**config.mk**
```make
export PLATFORM = sky130hd
export DESIGN_NAME = core_sequencer
export DESIGN_NICKNAME = d
export VERILOG_FILES = /design/src/rtl/riscv_pkg.sv /design/src/rtl/core_sequencer_wait_timer.sv /design/src/rtl/core_sequencer.sv
export SDC_FILE = /design/constraint.sdc
export NUM_CORES = 1
export LEC_CHECK = 0
export ABC_AREA = 0
export ABC_CLOCK_PERIOD_IN_PS = 2300
export BUFFER_PORTS_ARGS = -buffer_cell sky130_fd_sc_hd__buf_4
export CELL_PAD_IN_SITES_DETAIL_PLACEMENT = 0
export CELL_PAD_IN_SITES_GLOBAL_PLACEMENT = 1
export CORE_ASPECT_RATIO = 1.4
export CORE_MARGIN = 2
export CORE_UTILIZATION = 33
export CTS_BUF_LIST = sky130_fd_sc_hd__clkbuf_8
export DETAILED_ROUTE_END_ITERATION = 8
export PLACE_DENSITY_LB_ADDON = 0.12
export SYNTH_ARGS = -nofsm -noshare
export SYNTH_HDL_FRONTEND = slang
export SYNTH_HIERARCHICAL = 1
export SYNTH_SLANG_ARGS = --single-unit
```
**constraint.sdc**
```tcl
create_clock -name clk -period 2.3 [get_ports clk]
set_input_delay 0.46 -clock clk [delete_from_list [all_inputs] [get_ports clk]]
set_output_delay 0.46 -clock clk [all_outputs]
set_load 0.05 [all_outputs]
```
**src/rtl/riscv_pkg.sv**
```systemverilog
// Shared definitions for the multi-cycle RISC-V core control path.
package riscv_pkg;

  localparam int PROGRAM_COUNTER_WIDTH = 16;
  localparam int DEFAULT_WAIT_LIMIT    = 255;

  typedef enum logic [2:0] {
    SEQ_IDLE      = 3'd0,
    SEQ_FETCH     = 3'd1,
    SEQ_DECODE    = 3'd2,
    SEQ_EXECUTE   = 3'd3,
    SEQ_MEM       = 3'd4,
    SEQ_WRITEBACK = 3'd5,
    SEQ_HALT      = 3'd6,
    SEQ_FAULT     = 3'd7
  } seq_state_t;

endpackage

```
**src/rtl/core_sequencer_wait_timer.sv**
```systemverilog
// Clear/enable wait counter shared by instruction fetch and data access.
// 'expired' is high on the last allowed waiting cycle (count == LIMIT-1),
// so a ready arriving in that same cycle is still accepted by the sequencer.
module wait_timer #(
  parameter int LIMIT = 255
) (
  input  logic clk,
  input  logic rst_n,
  input  logic clr,
  input  logic en,
  output logic expired
);

  localparam int CNT_W = $clog2(LIMIT + 1);
  localparam logic [CNT_W-1:0] LAST_COUNT = CNT_W'(LIMIT - 1);
  localparam logic [CNT_W-1:0] MAX_COUNT  = CNT_W'(LIMIT);

  logic [CNT_W-1:0] count_reg;

  // Count waiting cycles; saturate at LIMIT so the counter can never wrap.
  always_ff @(posedge clk) begin
    if (!rst_n) begin
      count_reg <= '0;
    end else if (clr) begin
      count_reg <= '0;
    end else if (en && (count_reg != MAX_COUNT)) begin
      count_reg <= count_reg + 1'b1;
    end
  end

  assign expired = (count_reg >= LAST_COUNT);

endmodule

```
**src/rtl/core_sequencer.sv**
```systemverilog
// Multi-cycle instruction sequencer: FETCH -> DECODE -> EXECUTE -> [MEM] ->
// WRITEBACK, with HALT and a sticky FAULT state. All outputs are decoded
// combinationally from the registered state and the current-cycle inputs.
module core_sequencer
  import riscv_pkg::*;
#(
  parameter int PROGRAM_COUNTER_WIDTH = riscv_pkg::PROGRAM_COUNTER_WIDTH,
  parameter int WAIT_LIMIT            = DEFAULT_WAIT_LIMIT
) (
  input  logic                             clk,
  input  logic                             rst_n,
  input  logic                             start,
  input  logic                             halt_req,
  input  logic [PROGRAM_COUNTER_WIDTH-1:0] pc,
  output logic                             imem_req,
  input  logic                             imem_ready,
  output logic                             ir_load,
  input  logic                             dec_illegal,
  input  logic                             dec_halt,
  input  logic                             dec_mem,
  input  logic                             dec_writes_rd,
  input  logic                             branch_taken,
  output logic                             dmem_req,
  input  logic                             dmem_ready,
  output logic                             rf_we,
  output logic                             pc_run,
  output logic                             pc_jump,
  output logic [2:0]                       state,
  output logic                             busy,
  output logic                             halted,
  output logic                             fault,
  output logic [PROGRAM_COUNTER_WIDTH-1:0] fault_pc
);

  seq_state_t                       state_reg;
  seq_state_t                       state_next;
  logic [PROGRAM_COUNTER_WIDTH-1:0] fault_pc_reg;
  logic                             timer_clr;
  logic                             timer_en;
  logic                             timer_expired;

  // One timer serves both wait states; they are never active together.
  wait_timer #(
    .LIMIT(WAIT_LIMIT)
  ) u_wait_timer (
    .clk    (clk),
    .rst_n  (rst_n),
    .clr    (timer_clr),
    .en     (timer_en),
    .expired(timer_expired)
  );

  assign timer_clr = ((state_next == SEQ_FETCH) && (state_reg != SEQ_FETCH)) ||
                     ((state_next == SEQ_MEM)   && (state_reg != SEQ_MEM));
  assign timer_en  = ((state_reg == SEQ_FETCH) && !imem_ready) ||
                     ((state_reg == SEQ_MEM)   && !dmem_ready);

  // State register.
  always_ff @(posedge clk) begin
    if (!rst_n) begin
      state_reg <= SEQ_IDLE;
    end else begin
      state_reg <= state_next;
    end
  end

  // Capture the PC of the instruction that faulted; held until reset.
  always_ff @(posedge clk) begin
    if (!rst_n) begin
      fault_pc_reg <= '0;
    end else if ((state_next == SEQ_FAULT) && (state_reg != SEQ_FAULT)) begin
      fault_pc_reg <= pc;
    end
  end

  // Next-state and per-state output decode.
  always_comb begin
    state_next = state_reg;
    imem_req   = 1'b0;
    ir_load    = 1'b0;
    dmem_req   = 1'b0;
    rf_we      = 1'b0;
    pc_run     = 1'b0;
    pc_jump    = 1'b0;
    case (state_reg)
      SEQ_IDLE: begin
        if (start) state_next = SEQ_FETCH;
      end
      SEQ_FETCH: begin
        imem_req = 1'b1;
        if (imem_ready) begin
          ir_load    = 1'b1;
          state_next = SEQ_DECODE;
        end else if (timer_expired) begin
          state_next = SEQ_FAULT;
        end
      end
      SEQ_DECODE: begin
        // Illegal beats halt: a bad opcode must never look like a clean stop.
        if (dec_illegal)   state_next = SEQ_FAULT;
        else if (dec_halt) state_next = SEQ_HALT;
        else               state_next = SEQ_EXECUTE;
      end
      SEQ_EXECUTE: begin
        state_next = dec_mem ? SEQ_MEM : SEQ_WRITEBACK;
      end
      SEQ_MEM: begin
        dmem_req = 1'b1;
        if (dmem_ready)         state_next = SEQ_WRITEBACK;
        else if (timer_expired) state_next = SEQ_FAULT;
      end
      SEQ_WRITEBACK: begin
        rf_we      = dec_writes_rd;
        pc_run     = 1'b1;
        pc_jump    = branch_taken;
        state_next = halt_req ? SEQ_HALT : SEQ_FETCH;
      end
      SEQ_HALT: begin
        if (start) state_next = SEQ_FETCH;
      end
      SEQ_FAULT: begin
        state_next = SEQ_FAULT;
      end
      default: begin
        state_next = SEQ_FAULT;
      end
    endcase
  end

  assign state    = state_reg;
  assign busy     = (state_reg == SEQ_FETCH)   || (state_reg == SEQ_DECODE) ||
                    (state_reg == SEQ_EXECUTE) || (state_reg == SEQ_MEM)    ||
                    (state_reg == SEQ_WRITEBACK);
  assign halted   = (state_reg == SEQ_HALT);
  assign fault    = (state_reg == SEQ_FAULT);
  assign fault_pc = fault_pc_reg;

endmodule

```
* After elaboration in Yosys (flattened, before gate mapping)
Index checks and enable logic that the tools add are counted.
** Cells by class
- Bitwise gates (word level) :: 1
- $lt $le $gt $ge :: 1
- $mul :: 0
- Muxes and demuxes :: 16
- Div/mod/pow operators :: 0
- $add $sub $neg :: 1
- Reductions and logical operators :: 17
- Shift operators :: 0
- Equal/unequal tests :: 14
** Operators by type and width (number)
- $mux W3 :: 7
- $pmux W3 S7 :: 1
- $eq A3 B3 Y1 const B :: 6
- $add A8 B1 Y8 const B :: 1
- $ge A8 B8 Y1 const B :: 1
- $mux W1 :: 8
- $ne A8 B8 Y1 const B :: 1
- $eq A3 B1 Y1 const B :: 2
- $eq A3 B2 Y1 const B :: 2
- $logic_and A1 B1 Y1 :: 6
- $logic_or A1 B1 Y1 :: 6
- $ne A3 B3 Y1 const B :: 2
- $reduce_or A2 Y1 :: 2
- $logic_not A3 Y1 :: 1
- $ne A3 B1 Y1 const B :: 1
- $logic_not A1 Y1 :: 2
- $not A1 Y1 :: 1
** Word-level totals
- Memories :: 0
- Input port bits :: 27
- Memory bits (writable) :: 0
- Latch bits :: 0
- Output and inout bits :: 28
- ROM bits :: 0
- Register bits :: 27

* Logic depth before layout (Yosys ltp)
- Depth after elaboration :: 8
- Depth in mapped cells :: 13
- Mapped depth without buffers :: 12

* Cells and area by module
The synthesis kept the hierarchy.
** Modules (own cells, without submodules)
- core_sequencer :: area each 1048.5 um2, sequential area each 380.4 um2, instances 1, cells an instance 122
- wait_timer :: area each 475.5 um2, sequential area each 160.2 um2, instances 1, cells an instance 53

* Worst setup path before layout
Ideal clock, no wire load.
- Path kind :: reg2reg
- From :: register state_reg[0], in the netlist state[0]
- To :: register u_wait_timer.count_reg[3]
- Arrival :: 2605 ps
- Required time :: 2226 ps
- Path slack :: -379 ps
- Stages on the path, launching flop included :: 12
- Library setup time :: 74 ps
- Path buffers :: 2
- Clock period less this slack :: 2679 ps
- Cells stage by stage :: dfxtp_1 > buf_4 > nand2_1 > inv_1 > a32o_2 > nor2_1 > mux2_2 > and3_1 > nor2b_1 > clkbuf_2 > o21ai_0 > a31oi_1
** Between the ends
- Word-level cells in the longest chain between the ends :: 7
- Elaborated cells on any way between the ends :: 26
- Those cells by class :: eq/ne (11); mux (5); reduce/logical (10)
** RTL lines
- start, declared :: RTL line core_sequencer.sv:35 : seq_state_t state_reg;
- start signal, assigned :: RTL line core_sequencer.sv:63 : state_reg <= state_next;
- $eq A3 B3 Y1, or another cell as far along :: RTL line core_sequencer.sv:85 : case (state_reg)
- $reduce_or A2 Y1 (no line), or another cell as far along
- $pmux W3 S7 :: RTL line core_sequencer.sv:85
- $eq A3 B1 Y1 or $eq A3 B3 Y1 (tied branches) :: RTL line core_sequencer.sv:53, core_sequencer.sv:54
- $logic_and A1 B1 Y1 (on tied branches) :: RTL line core_sequencer.sv:53, core_sequencer.sv:54
- $logic_or A1 B1 Y1 * :: RTL line core_sequencer.sv:53 : assign timer_clr = ((state_next == SEQ_FETCH) && (state_reg != SEQ_FETCH)) ||
- named net timer_clr :: RTL line core_sequencer.sv:38 : logic timer_clr;
- $reduce_or A2 Y1 (no line) *
- end signal, assigned :: RTL line core_sequencer_wait_timer.sv:27 : count_reg <= count_reg + 1'b1;
- end, declared :: RTL line core_sequencer_wait_timer.sv:18 : logic [CNT_W-1:0] count_reg;
The timed path passes the listed nets; every way through them passes the cells marked *.
A chain may end at the register's enable or synchronous reset.

* Final worst setup path
- From :: register u_wait_timer.count_reg[0]
- To :: register u_wait_timer.count_reg[4]
** Between the ends
- Word-level cells in the longest chain between the ends :: 8
- Elaborated cells on any way between the ends :: 14
- Those cells by class :: add/sub (1); order compare (1); eq/ne (3); mux (4); reduce/logical (5)
** RTL lines
- $ge A8 B8 Y1 * :: RTL line core_sequencer_wait_timer.sv:31 : assign expired = (count_reg >= LAST_COUNT);
- named net timer_expired :: RTL line core_sequencer.sv:40 : logic timer_expired;
- $mux W3 * :: RTL line core_sequencer.sv:94, core_sequencer.sv:110
- $mux W3 (on tied branches) :: RTL line core_sequencer.sv:109, core_sequencer.sv:91
- $pmux W3 S7 * :: RTL line core_sequencer.sv:85
- $eq A3 B1 Y1 or $eq A3 B3 Y1 (tied branches) :: RTL line core_sequencer.sv:53, core_sequencer.sv:54
- $logic_and A1 B1 Y1 (on tied branches) :: RTL line core_sequencer.sv:53, core_sequencer.sv:54
- $logic_or A1 B1 Y1 * :: RTL line core_sequencer.sv:53
- named net timer_clr :: RTL line core_sequencer.sv:38
- $reduce_or A2 Y1 (no line) *
Marked as above.

==> flow_summary.json <==
{
  "run_status": "completed",
  "path_type_of_the_worst_min_delay_path": "in2reg",
  "period_minus_slack_ps": 2288,
  "remaining_drc_errors": 0,
  "leakage_uw": 0.0009912,
  "final-hold-violation-count": 0,
  "synth_edf_count": 0,
  "total_via_count_in_the_routed_design": 1521,
  "cts_made_buffers": 3,
  "wire_length_of_the_first_global_routing_pass_um": 6472,
  "detailed_route_wire_length_per_cell_um": 12.90,
  "antenna_cells_inserted": 0,
  "post_route_cells_drive_above_1_share_pct": 46.28,
  "cp.buffers_inverters": 2,
  "yosys.area.top_type": "sky130_fd_sc_hd__dfxtp_1",
  "netSwitchingPower_uw": 1120,
  "cell_internal_pwr_uw": 1355,
  "detail-route-antenna-nets": 0,
  "detail_route.vias_per_cell": 5.003,
  "cp-start-kind": "flop",
  "path_delay_family": "compound AO/OA/AOI/OAI gates",
  "critical_path_peak_fanout": 2,
  "cts.clk_slew.worst_paths_ps": 100,
  "post-route-util_pct": 50.58,
  "crit_type": "reg2reg",
  "cp.required_ps": 2520,
  "design.final.nets": 272,
  "final_common_cell": "sky130_fd_sc_hd__buf_4",
  "grt_start_max_net_pins": 36,
  "yosys_warnings": 6,
  "grt_usage_pct": 15.98,
  "power.combinational.fraction_pct": 61.5,
  "timing_worst_slew_pin_value_ps": 414.4,
  "max-slew-margin-rel_pct": 72.38,
  "grt_overflow_total": 0,
  "io_buffers": 54,
  "cts_tree": "done",
  "crit_chain": "inv_2 > ha_4 > nor2_4 > nor3_4 > o311ai_2 > o21ai_1 > o21bai_2 > mux2_4 > and3_4 > nor2b_4 > buf_4 > o21ai_0 > a31oi_1",
  "timing.critical_path.slowest_stage_cell": "sky130_fd_sc_hd__dfxtp_2",
  "synth.cell_area_um2": 1524,
  "drt_wl_total_um": 3922,
  "postSynthAreaPerCell_um2": 8.708,
  "fp.coreArea_um2": 4499,
  "synth_top_cell_area_share_pct": 35.47,
  "start_util_pct": 33.87,
  "nets_in_the_synthesized_netlist": 204,
  "numClockSinks": 27,
  "achievable-frequency_ghz": 0.4370,
  "post_synth_main_area_contributors": "sky130_fd_sc_hd__dfxtp_1 35%, sky130_fd_sc_hd__mux2i_1 13%, sky130_fd_sc_hd__nand2_1 10%",
  "ys_ff_latch": 27,
  "synth_cell_type_count": 42,
  "report.final.setup_viol": 0,
  "power-per-cell-area_nw_per_um2": 1088,
  "dp.final_hpwl_um": 2925,
  "floorplan.die_area_um2": 5185,
  "netSwitchingFraction_pct": 45.24,
  "max-vdd-ir-drop_mv": 0.5503,
  "final_min_period_over_clock_period_pct": 99.49,
  "clock_tree.htree_level_count": 1,
  "place.gp.congestion": 0.7944,
  "worst_ep_arrival_time_ps": 2500,
  "area_growth_syn_to_layout_pct": 49.34,
  "floorplan.io_pins": 55,
  "power.share.sequential_pct": 27.2,
  "die_h_um": 84.41,
  "hold-worst-slack_ps": 422.5,
  "postSynth.topFlopCell": "sky130_fd_sc_hd__dfxtp_1",
  "drv_slew": 0,
  "die_w_um": 61.44,
  "drtPass1Iterations": 4,
  "synth-seq-area-share_pct": 35.47,
  "unrepaired_setup_endpoints_after_global_routing": "yes",
  "cap_violations": 0,
  "power.clock.fraction_pct": 11.3,
  "grt_antenna_before_repair": 0,
  "drt_first_iter_violations": 27,
  "largest_register_ffs": 16,
  "asyncSetResetFlopFracSynth_pct": 0,
  "commonest_cells_after_routing_fill_and_taps_aside": "69 x sky130_fd_sc_hd__buf_4, 38 x sky130_fd_sc_hd__nand2_1, 21 x sky130_fd_sc_hd__dfxtp_1",
  "clkLatencyLatePin_ps": 280,
  "critical-path-max-stage-delay_ps": 350,
  "critical_path.endpoint_type": "flop",
  "final.setup_skew_ps": 14.43,
  "syn-instance-count": 175,
  "clk_root_buf": "sky130_fd_sc_hd__clkbuf_8",
  "grt_pass1_vias": 1535,
  "clockBufferDepth": 2,
  "rows": 29
}
[routing by layer]
metal	vias up	global-route usage, %	wire, um
met5	-	0	0
met4	0	7.157	84
met3	9	2.465	215
met2	48	28.14	2086
met1	725	18.07	1536
li1	739	-	-
[power by group through the flow]
| stage | Clock (uW) | Combinational (uW) | Sequential (uW) |
|---|---|---|---|
| floorplan | 0 | 809 | 873 |
| global placement | 0 | 1350 | 673 |
| detailed placement | 0 | 1380 | 678 |
| CTS | 292 | 1450 | 671 |
| global route | 313 | 1620 | 692 |
| finish | 280 | 1520 | 674 |
[worst paths after layout]
path | startpoint | end | slack, ps | depth (start not counted)
hold reg to reg | fault_pc[10] | fault_pc[10] | 470 | 2
setup / recovery | u_wait_timer/count_reg[0] | u_wait_timer/count_reg[4] | 10 | 13
setup reg to reg | u_wait_timer/count_reg[0] | u_wait_timer/count_reg[4] | 10 | 13
hold / removal | pc[10] | fault_pc[10] | 420 | 3
[what timing repair did]
item	CTS	global route
setup buffers	0	3
pin swaps	2	7
resized for setup	5	14
hold buffers	0	0
gates cloned	0	1
endpoints found under the setup margin	20	24
[Yosys cell counts (all sizes together) (4+ instances only)]
cell type and number:
inv 6, nor3 5, nand2 42, and3 8, a21oi 5, buf 4
nor2 6, mux2i 20, dfxtp 27, o21ai 5, clkbuf 5, nand3 5
nand2b 7
[kinds of logic (layout without fill, tap and decap cells)]
kind of cell	count (synthesis)	in the layout	synth area share (%)
buffers and inverters	15	82	5.253
AO/OA/AOI/OAI	27	27	15.93
adder cells (fa/ha/maj)	2	2	1.642
multiplexers	21	21	13.88
AND/OR/NAND/NOR	83	83	27.83
flip-flops	27	27	35.47
[cell type report]
type	instances	area (um^2)
flip-flops and latches	27	558.0
clock inverters	1	6.256
fillers	470	2223
clock buffers	3	41.29
well taps	62	77.57
repair buffers	72	574.3
multi-input cells	133	992.2
inverters	6	26.28
[worst register-to-register path: stages (launching register included)]
cell and delay [ps]:
sky130_fd_sc_hd__dfxtp_2 350, sky130_fd_sc_hd__inv_2 50, sky130_fd_sc_hd__ha_4 150, sky130_fd_sc_hd__nor2_4 120, sky130_fd_sc_hd__nor3_4 50, sky130_fd_sc_hd__o311ai_2 240, sky130_fd_sc_hd__o21ai_1 110, sky130_fd_sc_hd__o21bai_2 160
sky130_fd_sc_hd__mux2_4 310, sky130_fd_sc_hd__and3_4 190, sky130_fd_sc_hd__nor2b_4 130, sky130_fd_sc_hd__buf_4 120, sky130_fd_sc_hd__o21ai_0 80, sky130_fd_sc_hd__a31oi_1 150
[through the flow]
stage / TNS [ps] / setup WS, ps / cell area (um^2) / total power (uW) / instances
2_1_floorplan: -498.7 / -49.87 / 1567 / 1682 / 175
3_3_place_gp: 0 / 24.89 / 2111 / 2018 / 297
3_5_place_dp: -345.6 / -117.0 / 2111 / 2053 / 297
4_1_cts: -247.0 / -31.37 / 2182 / 2414 / 301
5_1_grt: -789.9 / -149.6 / 2276 / 2627 / 304
6_report: 0 / 11.82 / 2276 / 2475 / 304
Note: power is estimated with default switching activity, not from simulation.
